**config.mk**
```make
export PLATFORM = sky130hd
export DESIGN_NAME = pipe_stage_reg
export DESIGN_NICKNAME = d
export VERILOG_FILES = /design/src/rtl/pipe_pkg.sv /design/src/rtl/pipe_stage_reg.sv
export SDC_FILE = /design/constraint.sdc
export NUM_CORES = 1
export LEC_CHECK = 0
export ABC_CLOCK_PERIOD_IN_PS = 1800
export CORE_ASPECT_RATIO = 0.6
export CORE_UTILIZATION = 63
export DETAILED_ROUTE_END_ITERATION = 7
export DONT_BUFFER_PORTS = 1
export PLACE_DENSITY = 0.77
export SYNTH_ARGS = -nofsm -noshare
export SYNTH_HDL_FRONTEND = slang
export SYNTH_SLANG_ARGS = --single-unit
```
**constraint.sdc**
```tcl
create_clock -name clk -period 1.8 [get_ports clk]
set_input_delay 0.36 -clock clk [delete_from_list [all_inputs] [get_ports clk]]
set_output_delay 0.36 -clock clk [all_outputs]
set_load 0.02 [all_outputs]
```
**src/rtl/pipe_pkg.sv**
```systemverilog
// -----------------------------------------------------------------------------
// pipe_pkg
// Shared definitions for pipeline stage registers and the stage-level monitors
// that observe them.
//   occ_t : occupancy encoding reported on pipe_stage_reg.occ_o
//           OCC_EMPTY (0) / OCC_ONE (1, main valid) / OCC_FULL (2, main + skid)
// -----------------------------------------------------------------------------
package pipe_pkg;

    typedef enum logic [1:0] {
        OCC_EMPTY = 2'd0,
        OCC_ONE   = 2'd1,
        OCC_FULL  = 2'd2
    } occ_t;

endpackage

```
**src/rtl/pipe_stage_reg.sv**
```systemverilog
// -----------------------------------------------------------------------------
// pipe_stage_reg
// Valid/ready pipeline stage register carrying one packed DATA_W payload.
// With SKID_EN=1 a second (skid) entry absorbs the one payload that slips in
// while the registered in_ready_o is still catching up with a downstream
// stall. With SKID_EN=0 it is a single entry with a combinational in_ready_o.
//
// Ports
//   clk          : clock, rising edge
//   reset_n      : asynchronous active-low reset
//   flush_i      : synchronous clear; drops held payloads and same-cycle handshakes
//   in_valid_i   : upstream payload present
//   in_ready_o   : stage can accept a payload
//   in_data_i    : upstream payload
//   out_valid_o  : main entry holds a payload
//   out_ready_i  : downstream accepts the payload
//   out_data_o   : main entry payload (keeps last value after draining)
//   occ_o        : occupancy 0..2
// -----------------------------------------------------------------------------
module pipe_stage_reg #(
    parameter int DATA_W  = 128,
    parameter int SKID_EN = 1
) (
    input  logic              clk,
    input  logic              reset_n,
    input  logic              flush_i,
    input  logic              in_valid_i,
    output logic              in_ready_o,
    input  logic [DATA_W-1:0] in_data_i,
    output logic              out_valid_o,
    input  logic              out_ready_i,
    output logic [DATA_W-1:0] out_data_o,
    output logic [1:0]        occ_o
);
    import pipe_pkg::*;

    occ_t              occ_q, occ_d;
    logic [DATA_W-1:0] main_q, main_d;
    logic [DATA_W-1:0] skid_q;
    logic              in_fire;
    logic              out_fire;

    assign out_valid_o = (occ_q != OCC_EMPTY);
    assign out_data_o  = main_q;
    assign occ_o       = occ_q;

    assign in_fire  = in_valid_i & in_ready_o;
    assign out_fire = out_valid_o & out_ready_i;

    // Occupancy and main entry. Flush overrides any handshake in the same cycle.
    always_comb begin
        occ_d  = occ_q;
        main_d = main_q;
        if (flush_i) begin
            occ_d  = OCC_EMPTY;
            main_d = '0;
        end else begin
            case (occ_q)
                OCC_EMPTY: begin
                    if (in_fire) begin
                        occ_d  = OCC_ONE;
                        main_d = in_data_i;
                    end
                end
                OCC_ONE: begin
                    if (in_fire && out_fire) begin
                        main_d = in_data_i;
                    end else if (in_fire) begin
                        // only reachable with a skid entry; without one,
                        // in_ready_o implies out_ready_i while main is valid
                        occ_d = OCC_FULL;
                    end else if (out_fire) begin
                        occ_d = OCC_EMPTY;
                    end
                end
                OCC_FULL: begin
                    if (out_fire) begin
                        occ_d  = OCC_ONE;
                        main_d = skid_q;
                    end
                end
                default: occ_d = OCC_EMPTY;
            endcase
        end
    end

    always_ff @(posedge clk or negedge reset_n) begin
        if (!reset_n) begin
            occ_q  <= OCC_EMPTY;
            main_q <= '0;
        end else begin
            occ_q  <= occ_d;
            main_q <= main_d;
        end
    end

    generate
        if (SKID_EN != 0) begin : g_skid
            logic [DATA_W-1:0] skid_d;
            logic              rdy_d, rdy_q;

            // Skid only loads when main is busy and not draining this cycle.
            // in_ready_o is a flop, so it lags a downstream stall by one cycle.
            always_comb begin
                skid_d = skid_q;
                if (flush_i) begin
                    skid_d = '0;
                end else if (occ_q == OCC_ONE && in_fire && !out_fire) begin
                    skid_d = in_data_i;
                end
                rdy_d = (occ_d != OCC_FULL);
            end

            always_ff @(posedge clk or negedge reset_n) begin
                if (!reset_n) begin
                    skid_q <= '0;
                    rdy_q  <= 1'b1;
                end else begin
                    skid_q <= skid_d;
                    rdy_q  <= rdy_d;
                end
            end

            assign in_ready_o = rdy_q;
        end else begin : g_noskid
            assign skid_q     = '0;
            assign in_ready_o = !out_valid_o || out_ready_i;
        end
    endgenerate

endmodule

```
==> impl_results.md <==
- Status: finished, violations left
- Violated checks: negative hold slack
- N_diodes: 0
- Worst R2R Path Depth: 6
- Simple-gate share of the synthesized area: 0.704%
- Site Rows: 36
- Fin cells: 1080
- Max IR drop VDD: 0.670 mV
- Startpoint types: flop
- Max_slew headroom: 66.6%
- CP Cell Sequence: nand2_1 -> o31ai_2 -> buf_4 -> nand2b_4 -> buf_12 -> o2bb2ai_1
- HPWL after detailed placement: 14500 µm
- Boundary Pins: 265
- Starting Density: 65.1%
- Post-route setup TNS: 0 ps
- Sequential share of the synthesized area: 60.8%
- FF-to-FF Start: in_ready_o
- Fin Hold WS: -449 ps
- Post-Route Utilization: 79.0%
- CP Capture Type: flop
- Critical path fanouts, max: 37
- Mapped Area: 10700 µm²
- Max frequency: 579 MHz
- Total grt overflow: 0
- # Max-Cap Violations: 0
- Worst-Skew Late Latency: 500 ps
- Period utilisation layout: 95.9%
- CTS tree: done
- Synth Register Bits: 259
- First-pass GRT wire length: 42800 µm
- Worst Hold Class: primary input to asynchronous set/reset pin
- Cells after Synth: 732
- Port Buffers: 0
- Final number of max-transition violations: 0
- Number of global-route vias before repair: 7528
- Post-synth cell types: 22
- YS warnings: 0
- XOR/XNOR Fraction of Synth Area: 0%
- Critical Path AT: 2140 ps
- Post-Synth Adder-Cell Area: 0%
- RePlAce Congestion: 0.781
- Leakage: 5.56 nW
- CTS clk-pin slew, worst paths: 70 ps
- Pwr per Cell Area: 1010 nW/µm²
- Largest net degree at the start of global routing: 260
- Routed Antenna Nets: 0
- Share of cells above drive strength 1: 8.69%
- CTS H-tree lvls: 1
- Chip Height: 103 µm
- Syn Nets: 865
- Skew final: 6.38 ps
- Clock Tree Root: clkbuf_16
- DRC Markers: 0
- Largest family of logic cells by synthesized area: compound AO/OA/AOI/OAI gates
- R2R Path End: out_data_o[40]
- Drt first pass iters: 5
- Avg Cell Area, Syn: 14.6 µm²
- Tot Pwr: 13.1 mW
- Die area: 17500 µm²
- GRT Util Overall: 31.6%
- DR vias/cell: 6.81
- Layout net count: 969
- WL final: 28900 µm
- Total number of vias: 7359
- Antenna violations before repair: 0
- Core ar.: 16400 µm²
- Complex-gate fraction of the synthesized area: 21.4%
- Max Buffers Root-to-Sink: 3
- Final setup viols: 0
- CP required: 2210 ps
- Setup Crit Path Kind: flop to flop
- Clock Sinks: 259
- Routed length per placed instance: 26.8 µm
- Reg2reg setup slack: 70 ps
- Post-synthesis mux area share: 12.1%
- CP max-delay cell: dfstp_2
- RSZ-0062 raised after global routing: no
- Worst Setup Slack post-DPL: 22.0 ps
- Setup slack after layout: 73.5 ps
- Initial DRC Count: 697
- Layout area overhead: 21.4%
- Actual slew at the worst max-slew pin: 500 ps
- Placed cells: 909
- Crit-path max cell delay: 550 ps
- Minimum clock period: 1730 ps
- Num CTS Buffers: 23
- Die Span X: 170 µm
- Hold Fails Final Rpt: 259
-- state kept, by name, summed over array words and instances (netlist names) --
signal	cells
in_ready_o	1
occ_o	2
out_data_o	128
skid_q	128
-- worst max path at each step --
| stage | start | to | depth (start not counted) |
|---|---|---|---|
| floorplan | in_ready_o | out_data_o[84] | 6 |
| global placement | in_ready_o | out_data_o[81] | 6 |
| detailed placement | in_ready_o | out_data_o[56] | 6 |
| CTS | in_ready_o | out_data_o[56] | 6 |
| global route | in_ready_o | out_data_o[40] | 6 |
| finish | in_ready_o | out_data_o[40] | 6 |
-- final cells by class --
class | instances | area (µm²)
Sequential cell | 259 | 6480
Multi-Input combinational cell | 401 | 3680
Fill cell | 904 | 3450
Timing Repair Buffer | 150 | 1670
Clock buffer | 30 | 642
Tap cell | 228 | 285
Clock inverter | 11 | 183
Inverter | 1 | 3.75
-- through the flow --
stage          cell area, µm²  hold WS, ps
2_1_floorplan           10700         64.4
3_5_place_dp            10800         67.6
6_report                12900         -449
4_1_cts                 12800         -466
5_1_grt                 12900         -464
3_3_place_gp            10800         68.5
-- what timing repair did --
item | 4_1_cts | 5_1_grt
hold endpoints to repair | 382 | 261
setup endpoints to repair | 0 | 128
resized for setup | 0 | 6
hold buffers | 123 | 2
buffers inserted | 0 | 2
-- critical path, delay by kind of cell, from the launching register on --
| kind | cells | cell delay (ps) |
|---|---|---|
| compound gates | 2 | 430 |
| flops | 1 | 550 |
| simple gates | 2 | 250 |
| buf+inv | 2 | 380 |
-- cells in the mapped netlist --
master     instances  area [µm²]
inv_1              1        3.75
nor2b_4            1        13.8
or3_1              1        6.26
a22o_1           128        1120
a21oi_2            1        8.76
mux2i_1          129        1290
nand2b_1           1        6.26
buf_4              4        30.0
nand2_1            1        3.75
nor2b_1            1        6.26
a21oi_1            2        10.0
dfstp_2            1        26.3
o31ai_2            1        12.5
buf_2             40         200
nand3b_1           1        7.51
or2_2              1        6.26
and3b_1            2        17.5
o2bb2ai_1        128        1120
buf_6             27         304
o22a_1             1        8.76
nor2_1             2        7.51
dfrtp_1          258        6460
-- where the power goes --
| part | internal [mW] | leakage (nW) | switching, mW |
|---|---|---|---|
| registers | 6.11 | 3.52 | 0.516 |
| clock network | 3.23 | 0.406 | 2.14 |
| logic | 0.530 | 1.63 | 0.534 |
| total | 9.87 | 5.56 | 3.19 |
-- cell families (layout without fill, tap and decap cells) --
family                 count (synthesis)  count (layout)
DFF                                  259             259
muxes                                129             129
AOI/OAI and AO/OA                    261             261
and+or+nand+nor                       11              11
buffers and inverters                 72             192
-- placed cells by master, fill, tap and decap left out, types with 2 or more instances in the layout --
cell,netlist,routed
bufinv_16,0,5
buf_4,4,7
buf_12,0,12
mux2i_1,129,129
dfrtp_1,258,256
o2bb2ai_1,128,128
a22o_1,128,128
nor2b_4,1,2
dfrtp_2,0,2
clkbuf_8,0,4
clkbuf_1,0,3
buf_6,27,2
a21oi_1,2,2
dlygate4sd3_1,0,125
clkbuf_16,0,26
clkinv_2,0,5
-- routing by layer --
layer | global-route usage (%) | share of wire, % | up-vias
li1 | - | - | 3056
met1 | 42.8 | 41 | 3849
met2 | 50.2 | 47 | 392
met3 | 9.10 | 9.6 | 62
met4 | 9.70 | 2.5 | 0
met5 | 0 | 0 | -
(Power assumes the default switching activity.)
